### src/rtl/dcm_phase_ctl353.sv
// Phase-shift sequencer for the SDRAM clock DCM: turns CPU phase commands into
// single PSEN steps with a PSDONE handshake and tracks the signed current phase.
module dcm_phase_ctl353 #(
    parameter int PHASE_BITS  = 9,
    parameter int PHASE_LIMIT = 160,
    parameter int RST_CYCLES  = 4,
    parameter int TIMEOUT     = 1023
) (
    input  logic                         sclk,
    input  logic                         nrst,
    input  logic                         cmd_we,
    input  logic [1:0]                   cmd_op,
    input  logic signed [PHASE_BITS-1:0] cmd_phase,
    input  logic                         dcm_done,
    input  logic                         locked,
    output logic                         dcm_rst,
    output logic                         dcm_en,
    output logic                         dcm_incdec,
    output logic signed [PHASE_BITS-1:0] phase,
    output logic                         busy,
    output logic                         err
);

    localparam int CNT_W = $clog2(TIMEOUT + 1);

    localparam logic signed [PHASE_BITS:0]   LIM_HI = (PHASE_BITS + 1)'(PHASE_LIMIT);
    localparam logic signed [PHASE_BITS:0]   LIM_LO = -LIM_HI;
    localparam logic signed [PHASE_BITS:0]   ONE_W  = 1;
    localparam logic signed [PHASE_BITS-1:0] ONE    = 1;

    localparam logic [1:0] OP_SET  = 2'b00;
    localparam logic [1:0] OP_INC  = 2'b01;
    localparam logic [1:0] OP_DEC  = 2'b10;
    localparam logic [1:0] OP_RST  = 2'b11;

    typedef enum logic [2:0] {
        ST_RESET,
        ST_WAIT_LOCK,
        ST_IDLE,
        ST_STEP,
        ST_WAIT_DONE
    } state_t;

    state_t                       state_reg, state_next;
    logic [CNT_W-1:0]             cnt_reg, cnt_next;
    logic signed [PHASE_BITS-1:0] phase_reg, phase_next;
    logic signed [PHASE_BITS-1:0] target_reg, target_next;
    logic signed [PHASE_BITS-1:0] phase_stepped;
    logic signed [PHASE_BITS:0]   target_wide, cmd_wide;
    logic                         err_reg, err_next;
    logic                         dir_reg, dir_next;
    logic                         cmd_accept;

    function automatic logic signed [PHASE_BITS-1:0] clamp(input logic signed [PHASE_BITS:0] v);
        if (v > LIM_HI)
            return LIM_HI[PHASE_BITS-1:0];
        else if (v < LIM_LO)
            return LIM_LO[PHASE_BITS-1:0];
        else
            return v[PHASE_BITS-1:0];
    endfunction

    assign target_wide   = {target_reg[PHASE_BITS-1], target_reg};
    assign cmd_wide      = {cmd_phase[PHASE_BITS-1], cmd_phase};
    assign phase_stepped = dir_reg ? (phase_reg + ONE) : (phase_reg - ONE);
    assign cmd_accept    = cmd_we && (state_reg != ST_RESET) && (state_reg != ST_WAIT_LOCK);

    always_ff @(posedge sclk or negedge nrst) begin
        if (!nrst) begin
            state_reg  <= ST_RESET;
            cnt_reg    <= '0;
            phase_reg  <= '0;
            target_reg <= '0;
            err_reg    <= 1'b0;
            dir_reg    <= 1'b0;
        end else begin
            state_reg  <= state_next;
            cnt_reg    <= cnt_next;
            phase_reg  <= phase_next;
            target_reg <= target_next;
            err_reg    <= err_next;
            dir_reg    <= dir_next;
        end
    end

    always_comb begin
        state_next  = state_reg;
        cnt_next    = cnt_reg;
        phase_next  = phase_reg;
        target_next = target_reg;
        err_next    = err_reg;
        dir_next    = dir_reg;

        if (cmd_we)
            err_next = 1'b0;

        if (cmd_accept) begin
            case (cmd_op)
                OP_SET:  target_next = clamp(cmd_wide);
                OP_INC:  target_next = clamp(target_wide + ONE_W);
                OP_DEC:  target_next = clamp(target_wide - ONE_W);
                default: ;
            endcase
        end

        case (state_reg)
            ST_RESET: begin
                phase_next  = '0;
                target_next = '0;
                if (cnt_reg == CNT_W'(RST_CYCLES - 1)) begin
                    state_next = ST_WAIT_LOCK;
                    cnt_next   = '0;
                end else begin
                    cnt_next = cnt_reg + CNT_W'(1);
                end
            end
            ST_WAIT_LOCK: begin
                if (locked) begin
                    state_next = ST_IDLE;
                end else if (cnt_reg == CNT_W'(TIMEOUT - 1)) begin
                    err_next   = 1'b1;
                    state_next = ST_IDLE;
                end else begin
                    cnt_next = cnt_reg + CNT_W'(1);
                end
            end
            ST_IDLE: begin
                // A same-cycle retarget back onto the current phase must not launch a step
                if ((target_reg != phase_reg) && (target_next != phase_reg))
                    state_next = ST_STEP;
            end
            ST_STEP: begin
                dir_next   = (target_reg > phase_reg);
                cnt_next   = '0;
                state_next = ST_WAIT_DONE;
            end
            ST_WAIT_DONE: begin
                // dcm_done is still high for the first two cycles after dcm_en
                if ((cnt_reg >= CNT_W'(2)) && dcm_done) begin
                    phase_next = phase_stepped;
                    state_next = (phase_stepped != target_next) ? ST_STEP : ST_IDLE;
                end else if (cnt_reg == CNT_W'(TIMEOUT - 1)) begin
                    err_next    = 1'b1;
                    target_next = phase_reg;
                    state_next  = ST_IDLE;
                end else begin
                    cnt_next = cnt_reg + CNT_W'(1);
                end
            end
            default: state_next = ST_RESET;
        endcase

        if (cmd_we && (cmd_op == OP_RST)) begin
            state_next  = ST_RESET;
            cnt_next    = '0;
            phase_next  = '0;
            target_next = '0;
        end
    end

    always_comb begin
        dcm_rst    = (state_reg == ST_RESET);
        dcm_en     = (state_reg == ST_STEP);
        dcm_incdec = (state_reg == ST_STEP) && (target_reg > phase_reg);
        busy       = (state_reg != ST_IDLE);
    end

    assign phase = phase_reg;
    assign err   = err_reg;

endmodule

### config.mk
export PLATFORM = sky130hd
export DESIGN_NAME = dcm_phase_ctl353
export DESIGN_NICKNAME = d
export VERILOG_FILES = /design/src/rtl/dcm_phase_ctl353.sv
export SDC_FILE = /design/constraint.sdc
export NUM_CORES = 1
export LEC_CHECK = 0
export CAP_MARGIN = 20
export CORE_MARGIN = 10
export CORE_UTILIZATION = 50
export CTS_CLUSTER_DIAMETER = 200
export DETAILED_ROUTE_END_ITERATION = 8
export MAX_ROUTING_LAYER = met4
export PLACE_DENSITY = 0.81
export SYNTH_ARGS = -nofsm -noshare
export SYNTH_HDL_FRONTEND = slang
export SYNTH_SLANG_ARGS = --single-unit
export TNS_END_PERCENT = 30
### constraint.sdc
create_clock -name sclk -period 5.2 [get_ports sclk]
set_input_delay 1.04 -clock sclk [delete_from_list [all_inputs] [get_ports sclk]]
set_output_delay 1.04 -clock sclk [all_outputs]
set_load 0.01 [all_outputs]
======== Yosys cells after proc, flatten, opt, wreduce, memory -nomap -nowiden ========
Index checks and enable logic that the tools add are counted.
storage, ports and cells
  flip-flop bits (word level) ............. 33
  output and inout bits ................... 14
operators by class
  add/subtract/negate cells ............... 5
  $lt $le $gt $ge ......................... 8
  eq/ne operators ......................... 19
  mux-type cells .......................... 35
  reductions and logical operators ........ 14
operator list
  kind                                                                                   count
  9-bit two-way mux                                                                      13
  10-bit two-way mux                                                                     5
  10-bit case mux with 4 select lines                                                    1
  9-bit case mux with 2 select lines                                                     2
  9-bit inequality test                                                                  3
  9-bit case mux with 3 select lines                                                     1
  10-bit by 9-bit > comparator with 1-bit output (second input constant)                 2
  10-bit by 9-bit less-than comparator with 1-bit output (second input constant)         2
  3-bit two-way mux                                                                      6
  3-bit case mux with 5 select lines                                                     1
  3-bit inequality test (second input constant)                                          4
  10-bit by 1-bit adder with 10-bit output (second input constant)                       1
  9-bit by 2-bit adder with 10-bit output (second input constant)                        1
  10-bit == test (second input constant)                                                 1
  10-bit by 2-bit == test with 1-bit output (second input constant)                      1
  10-bit by 2-bit greater-or-equal comparator with 1-bit output (second input constant)  1
  9-bit by 2-bit subtractor with 10-bit output (second input constant)                   1
  9-bit by 2-bit adder with 9-bit output (second input constant)                         1
  9-bit > comparator                                                                     1
  9-bit > comparator (second input constant)                                             1
  9-bit less-than comparator (second input constant)                                     1
  9-bit by 2-bit subtractor with 9-bit output (second input constant)                    1
  3-bit by 2-bit == test with 1-bit output (second input constant)                       2
  1-bit logical AND                                                                      6
  other kinds (14)                                                                       22

======== Logic depth before layout (Yosys ltp) ========
  depth after elaboration ................. 11
  depth in mapped cells ................... 13
  gate-level depth less buffers ........... 12

======== Worst setup path before layout ========
No wires, ideal clock.
  path type ............................... register to output
  from .................................... register phase_reg[1] (netlist: phase[1])
  to ...................................... output port dcm_incdec
  arrival time ............................ 2.360 ns
  data required time ...................... 4.160 ns
  path slack .............................. 1.800 ns
  stages on the path, launching flop included .. 12
  buffers on the path ..................... 0
  path through ............................ dfrtp_1 inv_1 ha_1 nor2b_1 o21a_1 o21a_1 o21a_1 o21a_1 o21ai_0 nand2b_1 a2111oi_0 a2111oi_0
on the way
  word-level cells in the longest chain between the ends .. 2
RTL lines
  element                   RTL line  RTL
  start: declaration        46        logic signed [PHASE_BITS-1:0] phase_reg, phase_next;
  start signal: assignment  79        phase_reg <= phase_next;
  9-bit > comparator        164       dcm_incdec = (state_reg == ST_STEP) && (target_reg > phase_reg);
  1-bit logical AND         164
  end: declaration          18        output logic dcm_incdec,
Every way passes these cells.

======== Worst setup path in the final report ========
  from .................................... register target_reg[2]
  to ...................................... output port dcm_incdec
on the way
  word-level cells in the longest chain between the ends .. 2
RTL lines
  element                   RTL line  RTL
  start: declaration        47        logic signed [PHASE_BITS-1:0] target_reg, target_next;
  start signal: assignment  80        target_reg <= target_next;
  9-bit > comparator        164
  1-bit logical AND         164
Every way passes these cells.

==> impl_metrics.env <==
export IMPL_yosysWarnings=0
export IMPL_clk_latency_ns=0.29
export IMPL_cts_tree="done"
export IMPL_start_util=0.514
export IMPL_clkPwrFrac=0.181
export IMPL_drtIter0Drc=491
export IMPL_rows=31
export IMPL_status="finished clean"
export IMPL_numCtsBuffers=5
export IMPL_antenna_found_initial=0
export IMPL_combPwrFrac=0.569
export IMPL_cts_hold_buf=0
export IMPL_fin_nets=542
export IMPL_drv_slew=0
export IMPL_seq_area_frac_synth=0.220
export IMPL_power_frac_seq=0.250
export IMPL_core_area_um2=7290
export IMPL_finalHoldViolations=0
export IMPL_vdd_ir_drop_worst_mv=0.336
export IMPL_critPathRequiredTime_ns=4.16
export IMPL_period_minus_slack_ns=4.41
export IMPL_dpl_hpwl_mm=8.06
export IMPL_cts_sinks=33
export IMPL_synthFlopType="dfrtp_1"
export IMPL_vias=3777
export IMPL_slew_headroom=0.453
export IMPL_synthesis_nets=531
export IMPL_routedWlPerCell_um=18.0
export IMPL_fin_cells=602
export IMPL_path_clk_slew_ns=0.07
export IMPL_yosys_area_top_type_share=0.220
export IMPL_dpl_cell_area_um2=4070
export IMPL_cp_end_kind="output port"
export IMPL_totalWireLength_mm=10.8
export IMPL_async_reset_ff_frac=1.00
export IMPL_insertedDiodeCount=0
export IMPL_start_kind="register"
export IMPL_clockBufferDepth=2
export IMPL_skew_ns=0.00813
export IMPL_leakage_nw=1.71
export IMPL_total_power_mw=1.40
export IMPL_largest_reg_flops=10
export IMPL_grt_pass1_vias=3573
export IMPL_internal_power_uw=762
export IMPL_gp_congestion=0.965
export IMPL_synth_edf_count=0
export IMPL_ys_ff_latch=33
export IMPL_track_usage=0.196
export IMPL_finalSetupTns_ns=0
export IMPL_powerDensity_nw_per_um2=335
export IMPL_worstHoldPathType="reg2reg"
export IMPL_synthTopCellsByArea="dfrtp_1 (22%), ha_1 (7.7%), xnor2_1 (5.8%)"
export IMPL_grt_start_max_net_pins=34
export IMPL_rsz0062_at_grt="false"
export IMPL_die_w_um=107
export IMPL_synth_area_um2=3750
export IMPL_drive_gt1_frac=0.0696
export IMPL_dieArea_um2=11400
export IMPL_grt_pass1_wl_mm=18.3
export IMPL_remaining_drc_errors=0
export IMPL_die_h_um=107
export IMPL_path_class="reg2out"
export IMPL_setup_ws_ns=0.791
export IMPL_top_level_ports=30
export IMPL_pre_cts_ws_ns=1.14
export IMPL_max_freq_mhz=227
export IMPL_cts_setup_buffers=0
export IMPL_ant_nets=0
export IMPL_synth_cell_type_count=70
export IMPL_yosys_area_top_type="dfrtp_1"
export IMPL_syn_inst=491
export IMPL_arrival_ns=3.37
export IMPL_switching_share=0.456
export IMPL_worst_pin_slew_ns=0.813
export IMPL_grt_ovfl_total=0
export IMPL_area_growth_pct=11.6
export IMPL_dr_pass1_iters=5
export IMPL_setup_viol=0
export IMPL_min_period_over_period=0.848
export IMPL_cp_max_fo=18
export IMPL_place_inst=594
export IMPL_htree_levels=2
export IMPL_maxCapViolations=0
export IMPL_port_buffers=29
export IMPL_cts_resized=0
export IMPL_viasPerCell=6.27
export IMPL_cts_root_buffer="clkbuf_8"
export IMPL_final_area_um2=4190
export IMPL_syn_area_per_cell_um2=7.64
export IMPL_power_switching_uw=639
-- synth_stat cells, drive strengths merged (6+ instances only) --
master  number
nor3        16
a211oi       7
and2         6
xor2         7
buf         15
xnor2       25
nor2b        9
nor4         7
inv         30
a22oi       10
a21o         8
o31ai       13
nand2b       9
clkbuf      15
nor2        49
a22o        10
o21ai       34
nand2       37
dfrtp       33
nand3       18
or3          6
ha          23
a21oi       35
-- stage by stage --
stage	hold slack (ns)	utilization
finish	0.547	0.574
global route	0.562	0.574
CTS	0.530	0.574
detailed placement	0.513	0.558
global placement	0.507	0.558
floorplan	0.474	-
-- logic make-up after synthesis --
group | share of synthesized area
AO/OA/AOI/OAI | 0.311
flip-flops | 0.220
XOR/XNOR | 0.0747
adder cells (fa/ha/maj) | 0.0821
multiplexers | 0.00534
AND/OR/NAND/NOR | 0.240
buffers and inverters | 0.0667
-- worst paths after layout --
check	start	end	slack, ns	depth (start not counted)
worst max-delay path	target_reg[2]	dcm_incdec	0.79	10
worst min-delay path	err	err	0.55	2
worst max register to register	target_reg[1]	state_reg[0]	1.61	11
worst min register to register	err	err	0.55	2
max in group asynchronous	nrst	target_reg[0]	3.73	2
min in group asynchronous	nrst	cnt_reg[3]	1.15	2
-- area by class of cell --
class / count / area [um^2]
flip-flops and latches: 33 / 826
fillers: 713 / 3110
clock inverters: 1 / 30.0
multi-input cells: 398 / 2680
inverters: 30 / 113
clock buffers: 7 / 86.3
well taps: 99 / 124
repair buffers: 34 / 328
-- power by group through the flow --
stage / sequential (mW) / combinational (mW) / clock (mW)
final: 0.350 / 0.797 / 0.254
after global placement: 0.352 / 0.770 / 0
after detailed placement: 0.353 / 0.782 / 0
after global routing: 0.357 / 0.888 / 0.271
after floorplan: 0.318 / 0.620 / 0
after CTS: 0.348 / 0.789 / 0.255
-- layout by cell type, fill, tap and decap left out, types with 3 or more instances in the layout --
master / instances
buf_4: 5
and3_1: 5
nand4_1: 5
a211oi_1: 5
clkdlybuf4s50_1: 29
nor2b_1: 9
a31oi_1: 4
nand3_1: 17
ha_1: 23
nor2_1: 48
o41ai_1: 3
o21a_1: 5
a32oi_1: 4
o211ai_1: 3
inv_1: 30
nand2_1: 37
xor2_1: 7
a22oi_1: 10
and2_1: 6
o31ai_1: 10
xnor2_1: 25
nor3_1: 14
a21oi_1: 35
a21o_1: 8
a22o_1: 10
o21ai_0: 29
or3_1: 5
clkbuf_8: 6
o21ai_1: 5
or2_2: 5
dfrtp_1: 33
nand2b_1: 9
nor4_1: 6
-- per-layer routing --
layer | vias to the layer above | wire, um | global-route usage | part of all wire
met4 | 0 | 200 | 0.0648 | 0.018
met2 | 164 | 5010 | 0.298 | 0.46
met5 | - | 0 | - | 0
met1 | 1768 | 4930 | 0.263 | 0.45
met3 | 18 | 698 | 0.0257 | 0.064
li1 | 1827 | - | - | -
-- critical path: stages (launching register included) --
cell	delay, ns
dfrtp_1	0.63
ha_1	0.43
o21a_1	0.12
o21a_1	0.10
o21a_1	0.10
o21a_1	0.10
o21ai_0	0.07
nand2b_1	0.07
a2111oi_0	0.08
a2111oi_0	0.70
clkdlybuf4s50_1	0.68
(Power assumes the default switching activity.)
